==> src/rtl/serial_subtractor_if.sv <==
// Handshake and operand bus for the bit-serial subtractor/adder.
// The master owns start/mode/a/b; the slave returns result, bor_out, busy and done.
interface serial_subtractor_if #(
    parameter int WIDTH = 8
);
    logic             start;
    logic             mode;
    logic [WIDTH-1:0] a;
    logic [WIDTH-1:0] b;
    logic [WIDTH-1:0] result;
    logic             bor_out;
    logic             busy;
    logic             done;

    modport master (output start, mode, a, b, input result, bor_out, busy, done);
    modport slave  (input start, mode, a, b, output result, bor_out, busy, done);
endinterface

==> src/rtl/serial_subtractor.sv <==
// Bit-serial WIDTH-bit subtractor/adder: one bit pair per clock, LSB first,
// registered borrow/carry, start/busy/done handshake.
module serial_sub_cell (
    input  logic x,
    input  logic y,
    input  logic c,
    input  logic mode,
    output logic d,
    output logic c_next
);
    // Adding is subtracting with the minuend bit inverted in the borrow term.
    logic xe;
    assign xe     = mode ? x : ~x;
    assign d      = x ^ y ^ c;
    assign c_next = (xe & y) | (xe & c) | (y & c);
endmodule

module serial_subtractor #(
    parameter int WIDTH = 8
) (
    input  logic                clk,
    input  logic                rst,
    serial_subtractor_if.slave  bus
);
    localparam int CW = $clog2(WIDTH);
    localparam logic [CW-1:0] LAST = CW'(WIDTH - 1);

    typedef enum logic [1:0] {IDLE, RUN, DONE} state_t;

    state_t           state;
    logic [WIDTH-1:0] a_sh;
    logic [WIDTH-1:0] b_sh;
    logic [WIDTH-1:0] r_sh;
    logic [WIDTH-1:0] result_q;
    logic [CW-1:0]    cnt;
    logic             mode_q;
    logic             c_q;
    logic             bor_q;
    logic             busy_q;
    logic             done_q;
    logic             d;
    logic             c_next;

    serial_sub_cell u_cell (
        .x      (a_sh[0]),
        .y      (b_sh[0]),
        .c      (c_q),
        .mode   (mode_q),
        .d      (d),
        .c_next (c_next)
    );

    always_ff @(posedge clk or posedge rst) begin
        if (rst) begin
            state    <= IDLE;
            a_sh     <= '0;
            b_sh     <= '0;
            r_sh     <= '0;
            result_q <= '0;
            cnt      <= '0;
            mode_q   <= 1'b0;
            c_q      <= 1'b0;
            bor_q    <= 1'b0;
            busy_q   <= 1'b0;
            done_q   <= 1'b0;
        end else begin
            done_q <= 1'b0;
            case (state)
                IDLE, DONE: begin
                    if (bus.start) begin
                        a_sh   <= bus.a;
                        b_sh   <= bus.b;
                        mode_q <= bus.mode;
                        c_q    <= 1'b0;
                        cnt    <= '0;
                        busy_q <= 1'b1;
                        state  <= RUN;
                    end else begin
                        state <= IDLE;
                    end
                end
                RUN: begin
                    a_sh <= a_sh >> 1;
                    b_sh <= b_sh >> 1;
                    r_sh <= {d, r_sh[WIDTH-1:1]};
                    c_q  <= c_next;
                    if (cnt == LAST) begin
                        // Outputs only move here, so they hold across the next run.
                        result_q <= {d, r_sh[WIDTH-1:1]};
                        bor_q    <= c_next;
                        busy_q   <= 1'b0;
                        done_q   <= 1'b1;
                        state    <= DONE;
                    end else begin
                        cnt <= cnt + 1'b1;
                    end
                end
                default: state <= IDLE;
            endcase
        end
    end

    assign bus.result  = result_q;
    assign bus.bor_out = bor_q;
    assign bus.busy    = busy_q;
    assign bus.done    = done_q;
endmodule

==> src/flat_wrapper.sv <==
// flat-port wrapper written by rule: the top's interface ports become plain ports
module serial_subtractor_flat 
#(
    parameter int WIDTH = 8
)
  (clk, rst, bus_start, bus_mode, bus_a, bus_b, bus_result, bus_bor_out, bus_busy, bus_done);
  serial_subtractor_if #(.WIDTH(WIDTH)) bus_i ();
  input  logic clk;
  input  logic rst;
  input wire logic [$bits(bus_i.start)-1:0] bus_start;
  input wire logic [$bits(bus_i.mode)-1:0] bus_mode;
  input wire logic [$bits(bus_i.a)-1:0] bus_a;
  input wire logic [$bits(bus_i.b)-1:0] bus_b;
  output wire logic [$bits(bus_i.result)-1:0] bus_result;
  output wire logic [$bits(bus_i.bor_out)-1:0] bus_bor_out;
  output wire logic [$bits(bus_i.busy)-1:0] bus_busy;
  output wire logic [$bits(bus_i.done)-1:0] bus_done;
  assign bus_i.start = bus_start;
  assign bus_i.mode = bus_mode;
  assign bus_i.a = bus_a;
  assign bus_i.b = bus_b;
  assign bus_result = bus_i.result;
  assign bus_bor_out = bus_i.bor_out;
  assign bus_busy = bus_i.busy;
  assign bus_done = bus_i.done;
  serial_subtractor #(.WIDTH(WIDTH)) u_core (.clk(clk), .rst(rst), .bus(bus_i));
endmodule
==> config.mk <==
export PLATFORM = sky130hd
export DESIGN_NAME = serial_subtractor_flat
export DESIGN_NICKNAME = d
export VERILOG_FILES = /design/src/rtl/serial_subtractor_if.sv /design/src/rtl/serial_subtractor.sv /design/src/flat_wrapper.sv
export SDC_FILE = /design/constraint.sdc
export NUM_CORES = 1
export LEC_CHECK = 0
export BUFFER_PORTS_ARGS = -buffer_cell sky130_fd_sc_hd__buf_2
export CORE_MARGIN = 1
export CORE_UTILIZATION = 45
export CTS_CLUSTER_DIAMETER = 80
export DETAILED_ROUTE_END_ITERATION = 6
export PLACE_DENSITY = 0.76
export SKIP_LAST_GASP = 1
export SLEW_MARGIN = 20
export SYNTH_ARGS = -nofsm -noshare
export SYNTH_HDL_FRONTEND = slang
export SYNTH_SLANG_ARGS = --single-unit
==> constraint.sdc <==
create_clock -name clk -period 1.6 [get_ports clk]
set_input_delay 0 -clock clk [delete_from_list [all_inputs] [get_ports clk]]
set_output_delay 0 -clock clk [all_outputs]
set_load 0.02 [all_outputs]
==> results of run 1 <==
-- registers in the layout (all words and copies together) (netlist names) --
signal,count
u_core.bus.done,1
u_core.bus.result,8
u_core.b_sh,8
u_core.bus.busy,1
u_core.c_q,1
u_core.a_sh,8
u_core.state,2
u_core.r_sh,7
u_core.cnt,3
u_core.mode_q,1
u_core.bus.bor_out,1
-- cell usage in the layout (no fill, tap or decap), types with 3 or more instances in the layout --
cell type / synthesis / routed
a31oi_1: 14 / 14
buf_2: 7 / 30
buf_4: 1 / 8
clkbuf_8: 0 / 5
dfrtp_1: 41 / 41
dlygate4sd3_1: 0 / 18
ha_1: 3 / 3
inv_1: 4 / 4
mux2_2: 3 / 3
mux2_4: 4 / 4
nand2_1: 55 / 55
nand3_2: 3 / 3
nor2_1: 16 / 16
o21ai_2: 3 / 3
-- area by class of cell --
| class | instances | area, um2 | area share (%) |
|---|---|---|---|
| multi-input combinational | 119 | 670.6 | 29.07 |
| clock inverter | 3 | 65.06 | 2.820 |
| tap | 48 | 60.06 | 2.603 |
| sequential | 41 | 1026 | 44.47 |
| timing repair buffer | 57 | 401.6 | 17.41 |
| inverter | 4 | 15.01 | 0.6508 |
| clock buffer | 5 | 68.82 | 2.983 |
-- where the power goes --
group | switching (mW) | internal, mW | total [mW] | leakage [nW]
logic | 0.968 | 0.778 | 1.75 | 0.599
clock network | 0.354 | 0.619 | 0.973 | 0.0681
registers | 0.300 | 1.51 | 1.81 | 0.499
total | 1.62 | 2.91 | 4.53 | 1.17
-- through the flow --
step	utilization, %	instances	setup WS, ns	power (mW)
after CTS	61.99	277	0.06327	4.564
final	62.09	277	0.09527	4.529
after floorplan	-	175	0.06707	3.086
after global placement	53.47	251	0.02234	3.455
after detailed placement	53.47	251	0.01156	3.529
after global routing	62.09	277	0.01167	4.896
-- metal layers --
layer | vias to the layer above | global-route usage (%)
met5 | - | 0
met4 | 0 | 5.000
met3 | 2 | 6.338
met2 | 34 | 32.94
met1 | 653 | 21.39
li1 | 678 | -
-- what timing repair did --
action	CTS	global route
gates resized for setup	1	1
endpoints found under the setup margin	1	3
hold buffers	18	0
hold endpoints to repair	58	0
-- how the worst min path moves through the flow --
stage                   start                          end  slack [ns]  cells after the start
floorplan            bus_mode    u_core.mode_q$_DFFE_PP0P_        0.11                      2
CTS                 bus_start  u_core.bus.busy$_DFFE_PP0P_        0.16                      4
global route        bus_start  u_core.bus.busy$_DFFE_PP0P_        0.19                      4
detailed placement        rst    u_core.bus.done$_DFF_PP0_        0.15                      3
finish              bus_start  u_core.bus.busy$_DFFE_PP0P_        0.17                      4
global placement          rst    u_core.bus.done$_DFF_PP0_        0.15                      3
-- kinds of logic after synthesis --
logic type	synth area share (%)
fa+ha+maj	2.119
flops	57.91
xor+xnor	1.483
compound gates	9.110
buf+inv	4.378
simple gates	19.70
mux	5.297
-- tightest hold or removal path, delay by kind of cell --
family                 cells  cell delay (ns)
and+or+nand+nor            2             0.13
buffers and inverters      2             0.30
==> reports/results.ini, run 1 <==
[run]
maxCapViolations=0

[worst_setup_path]
cp_max_fo=7
r2r_start=u_core.cnt[0]$_DFFE_PP0P_
worstSetupPathDepth=5
critical_path_arrival_ns=1.69
path_class=reg2reg
timing.reg2reg.setup_slack_ns=0.1
crit_path_start_kind=flop
cpMostUsedCell=ha_1
worstSetupEndpointType=flop
reg2regPathDepth=5
critical_path.startpoint=u_core.cnt[0]$_DFFE_PP0P_
crit_end=u_core.cnt[2]$_DFFE_PP0P_
max_stage_delay_ns=0.44
crit_path_cell_trace=ha_1 > ha_1 > or3b_4 > nand3_2 > o21ai_2
crit_family=simple AND/OR/NAND/NOR gates
reg2reg_to=u_core.cnt[2]$_DFFE_PP0P_
worst_ep_required_time_ns=1.79
slowest_stage=or3b_4
path_buf_inv=0

[finish]
area_growth_pct=30.23
num-fill-cells=323
nets=251
drive_gt1_share_pct=26.64
diodes=0
design_area_um2=2307

[logic_synthesis]
yosysSeqAreaShare_pct=57.91
synth_nets=198
ys_warn_count=0
yosys-top-cells-area=dfrtp_1, nand2_1, a31oi_1
synth.most_common_cell=nand2_1
synth_cells=175
synth.distinct_cells=27
synth_common_cells=nand2_1, dfrtp_1, nor2_1, a31oi_1, buf_2
synth_area_um2=1772
ys.flop_type=dfrtp_1
synth.top_cell.area_share_pct=57.91
syn_area_per_cell_um2=10.12
synth_seq_cells=41
async_flop_share_pct=100.0
yosys.area.top_type=dfrtp_1
synth_edf_count=0

[routing]
drtIter0Drc=48
wl_met1_um=1489
highest_layer=met4
first_pass_iters=4
dr_wl_met2_um=1732
routed_via_density=4.935
drt-total-wl_um=3375
antenna_left=0
met3_length_um=133
vias=1367
wl_per_cell_um=12.18
route.detailed.drc=0

[place]
dp_hpwl_um=2118
place_area_um2=1987
gp_congestion=0.7186
port_buffers=30

[global_routing]
grt_max_degree=42
antenna_found_initial=0
grt_usage_pct=18.69
first_global_vias=1359
grt_pass1_wl_um=5892
overflow=0

[power_and_ir_drop]
p_per_area_nw_per_um2=1963
leakage_nw=1.166
peakVddDrop_mv=0.9209

[floorplan]
core_area_um2=3716
rows=22
die_area_um2=4192
start_util_pct=47.68
die_y_um=64.75
io_pins=31
die_width_um=64.75

[clock_tree]
cts_root_buf=clkbuf_8
cts_tree=built
cts_post_setup_buffers_inserted=0
clk_path_buf_depth=2
cts_buffers=5
clk_pin_slew_ns=0.07
insertion_delay_ns=0.29
cts.sinks=41
h-tree-depth=2

[sta]
whs_ns=0.1657
rsz0062_at_grt=no
slew_headroom_pct=66.03
finalCritPeriodShare_pct=94.05
finalSetupViolCount=0
fin_tns_setup_ns=0
tightest_slew_ns=0.5095
period_minus_slack_ns=1.505
timing.fmax_ghz=0.6646
slew_violations=0
fin_skew_ns=0.005928
hold_viol_final=0

[hold_path]
hp-class=in2reg

[run_status]
status=finished clean

Note: power is estimated with default switching activity, not from simulation.
==> inputs of run 2 (changes only) <==
==> constraint.sdc (replaced) <==
create_clock -name clk -period 1.6 [get_ports clk]
set_input_delay 0.32 -clock clk [delete_from_list [all_inputs] [get_ports clk]]
set_output_delay 0.32 -clock clk [all_outputs]
set_load 0.02 [all_outputs]
==> run 2 against run 1 <==
Net effect: core utilization fell by 5.3 points; die area unchanged; register-to-register slack worse by 0.02 ns; critical path depth unchanged; worst setup slack lost 0.017 ns; clock-buffer cell count increased by 2; combinational power is essentially flat; final area down 8.5%; final cell count down 6.1%; fmax decreased by 1.1%; clock skew shrank 0.00056 ns; critical path type unchanged; critical endpoint is now u_core.bus.result[5]$_DFFE_PP0P_; largest power group unchanged; highest routed layer unchanged.
==> reports/results.ini, run 2 (synthesis gave the netlist of run 1 again) <==
[run_status]
status=finished clean

[clock_tree]
cts.sinks=41  ; unchanged
cts_root_buf=clkbuf_8
clk_pin_slew_ns=0.08  ; about the same
holdBufCountCts=0  ; -18
cts_tree=built
h-tree-depth=2  ; unchanged
clk_path_buf_depth=2  ; unchanged
insertion_delay_ns=0.29  ; about the same
cts_buffers=5  ; unchanged

[worst_setup_path]
timing.reg2reg.setup_slack_ns=0.08  ; -0.02 ns
path_class=reg2reg
worstSetupEndpointType=flop
crit_end=u_core.bus.result[5]$_DFFE_PP0P_
crit_path_start_kind=flop
r2r_start=u_core.cnt[1]$_DFFE_PP0P_
path_buf_inv=1  ; +1
crit_family=flip-flops
max_stage_delay_ns=0.40  ; -0.04 ns
worstSetupPathDepth=5  ; unchanged
crit_path_cell_trace=ha_1 > ha_1 > nand3b_1 > buf_12 > mux2_2
critical_path.startpoint=u_core.cnt[1]$_DFFE_PP0P_
reg2reg_to=u_core.bus.result[5]$_DFFE_PP0P_
critical_path_arrival_ns=1.70  ; about the same
cpMostUsedCell=ha_1
reg2regPathDepth=5  ; unchanged
cp_max_fo=11  ; +4
worst_ep_required_time_ns=1.78  ; about the same
slowest_stage=dfrtp_1

[finish]
layout_common_cells=nand2_1, dfrtp_1, buf_2
area_growth_pct=19.14
utilization_pct=56.80  ; -5.3 points
drive_gt1_share_pct=29.25  ; +2.6 points
nets=234  ; -6.8%
design_area_um2=2111  ; -8.5%
layout_commonest_cell=nand2_1
diodes=0  ; unchanged

[sta]
tightest_slew_ns=0.4998  ; -0.009705 ns
rsz0062_at_grt=no
slew_violations=0  ; unchanged
hold_viol_final=0  ; unchanged
timing.fmax_ghz=0.6573  ; -1.1%
slew_headroom_pct=66.68  ; +0.65 points
finalSetupViolCount=0  ; unchanged
fin_skew_ns=0.005371  ; -0.0005571 ns
whs_ns=0.1368  ; -0.02889 ns
period_minus_slack_ns=1.521  ; +0.01669 ns
finalCritPeriodShare_pct=95.09  ; +1.0 points

[routing]
antenna_left=0  ; unchanged
route.detailed.drc=0  ; unchanged
wl_per_cell_um=11.72  ; -3.8%
vias=1295  ; -5.3%
routed_via_density=4.981  ; +0.93%
drt-total-wl_um=3046  ; -9.7%
first_pass_iters=5  ; +1
drtIter0Drc=50  ; +4.2%

[power_and_ir_drop]
p_per_area_nw_per_um2=2013  ; +2.6%
peakVddDrop_mv=0.9730  ; +5.7%
leakage_nw=1.084  ; -7.0%

[place]
dp_hpwl_um=2019  ; -4.7%
port_buffers=30  ; unchanged
place_area_um2=1992  ; +0.25%
gp_congestion=0.7218  ; +0.45%

[floorplan]
rows=22  ; unchanged
die_y_um=64.75  ; unchanged
core_area_um2=3716  ; unchanged
io_pins=31  ; unchanged
start_util_pct=47.68  ; unchanged
die_width_um=64.75  ; unchanged
die_area_um2=4192  ; unchanged

[global_routing]
grt_max_degree=42  ; unchanged
grt_usage_pct=16.88  ; -1.8 points
overflow=0  ; unchanged
first_global_vias=1209  ; -11%
antenna_found_initial=0  ; unchanged
grt_pass1_wl_um=5188  ; -12%

[run]
maxCapViolations=0  ; unchanged

[hold_path]
hp-class=in2async

-- run 2: cell count changes in the layout (fill, tap and decap cells not counted), sizes merged --
cell,before,now
dlygate4sd3,18,0
bufinv,2,0
clkbuf,5,7
buf,39,40
-- run 2: cell type report --
type                       count  area, um2
fill                         352       1605
sequential                    41       1026
multi-input combinational    119      670.6
timing repair buffer          40      237.7
clock buffer                   7      96.34
tap                           48      60.06
inverter                       4      15.01
clock inverter                 1      5.005
-- run 2: how the worst min path moves through the flow --
stage	startpoint	endpoint	slack, ns	cells after the start
floorplan	bus_mode	u_core.mode_q$_DFFE_PP0P_	0.43	2
global placement	u_core.bus.result[7]$_DFFE_PP0P_	u_core.bus.result[7]$_DFFE_PP0P_	0.46	2
detailed placement	rst	u_core.bus.done$_DFF_PP0_	0.47	3
CTS	rst	u_core.bus.done$_DFF_PP0_	0.15	3
global route	rst	u_core.bus.done$_DFF_PP0_	0.17	3
finish	rst	u_core.bus.done$_DFF_PP0_	0.14	3
-- run 2: what timing repair did --
action	CTS	global route
gates resized for setup	1	0
endpoints found under the hold margin	0	0
endpoints found under the setup margin	3	3
buffers inserted	0	2
gates cloned	0	0
pin swaps	0	0
-- run 2: worst min-delay path, delay by kind of cell --
family / cells / cell delay, ns
buf+inv: 3 / 0.55
-- run 2: report_power, final --
group / internal, mW / switching [mW]
combinational: 0.760 / 0.959
clock: 0.389 / 0.340
sequential: 1.51 / 0.291
total: 2.66 / 1.59
-- run 2: metal layers --
metal  global-route usage [%]  share of wire [%]  wire [um]  vias up
met3                    6.514                5.8        176        6
met2                    26.17                 46       1410       31
li1                         -                  -          -      639
met1                    20.14                 46       1396      619
met5                        0                  0          0        -
met4                    8.889                2.1         63        0
-- run 2: per-stage QoR --
stage	std cells	setup TNS (ns)	power [mW]	worst slack [ns]
floorplan	175	0	3.086	0.06707
CTS	258	0	4.292	0.06075
global placement	250	0	3.459	0.02067
detailed placement	250	-0.006248	3.528	-0.003784
global route	260	0	4.607	0.002621
finish	260	0	4.249	0.07857
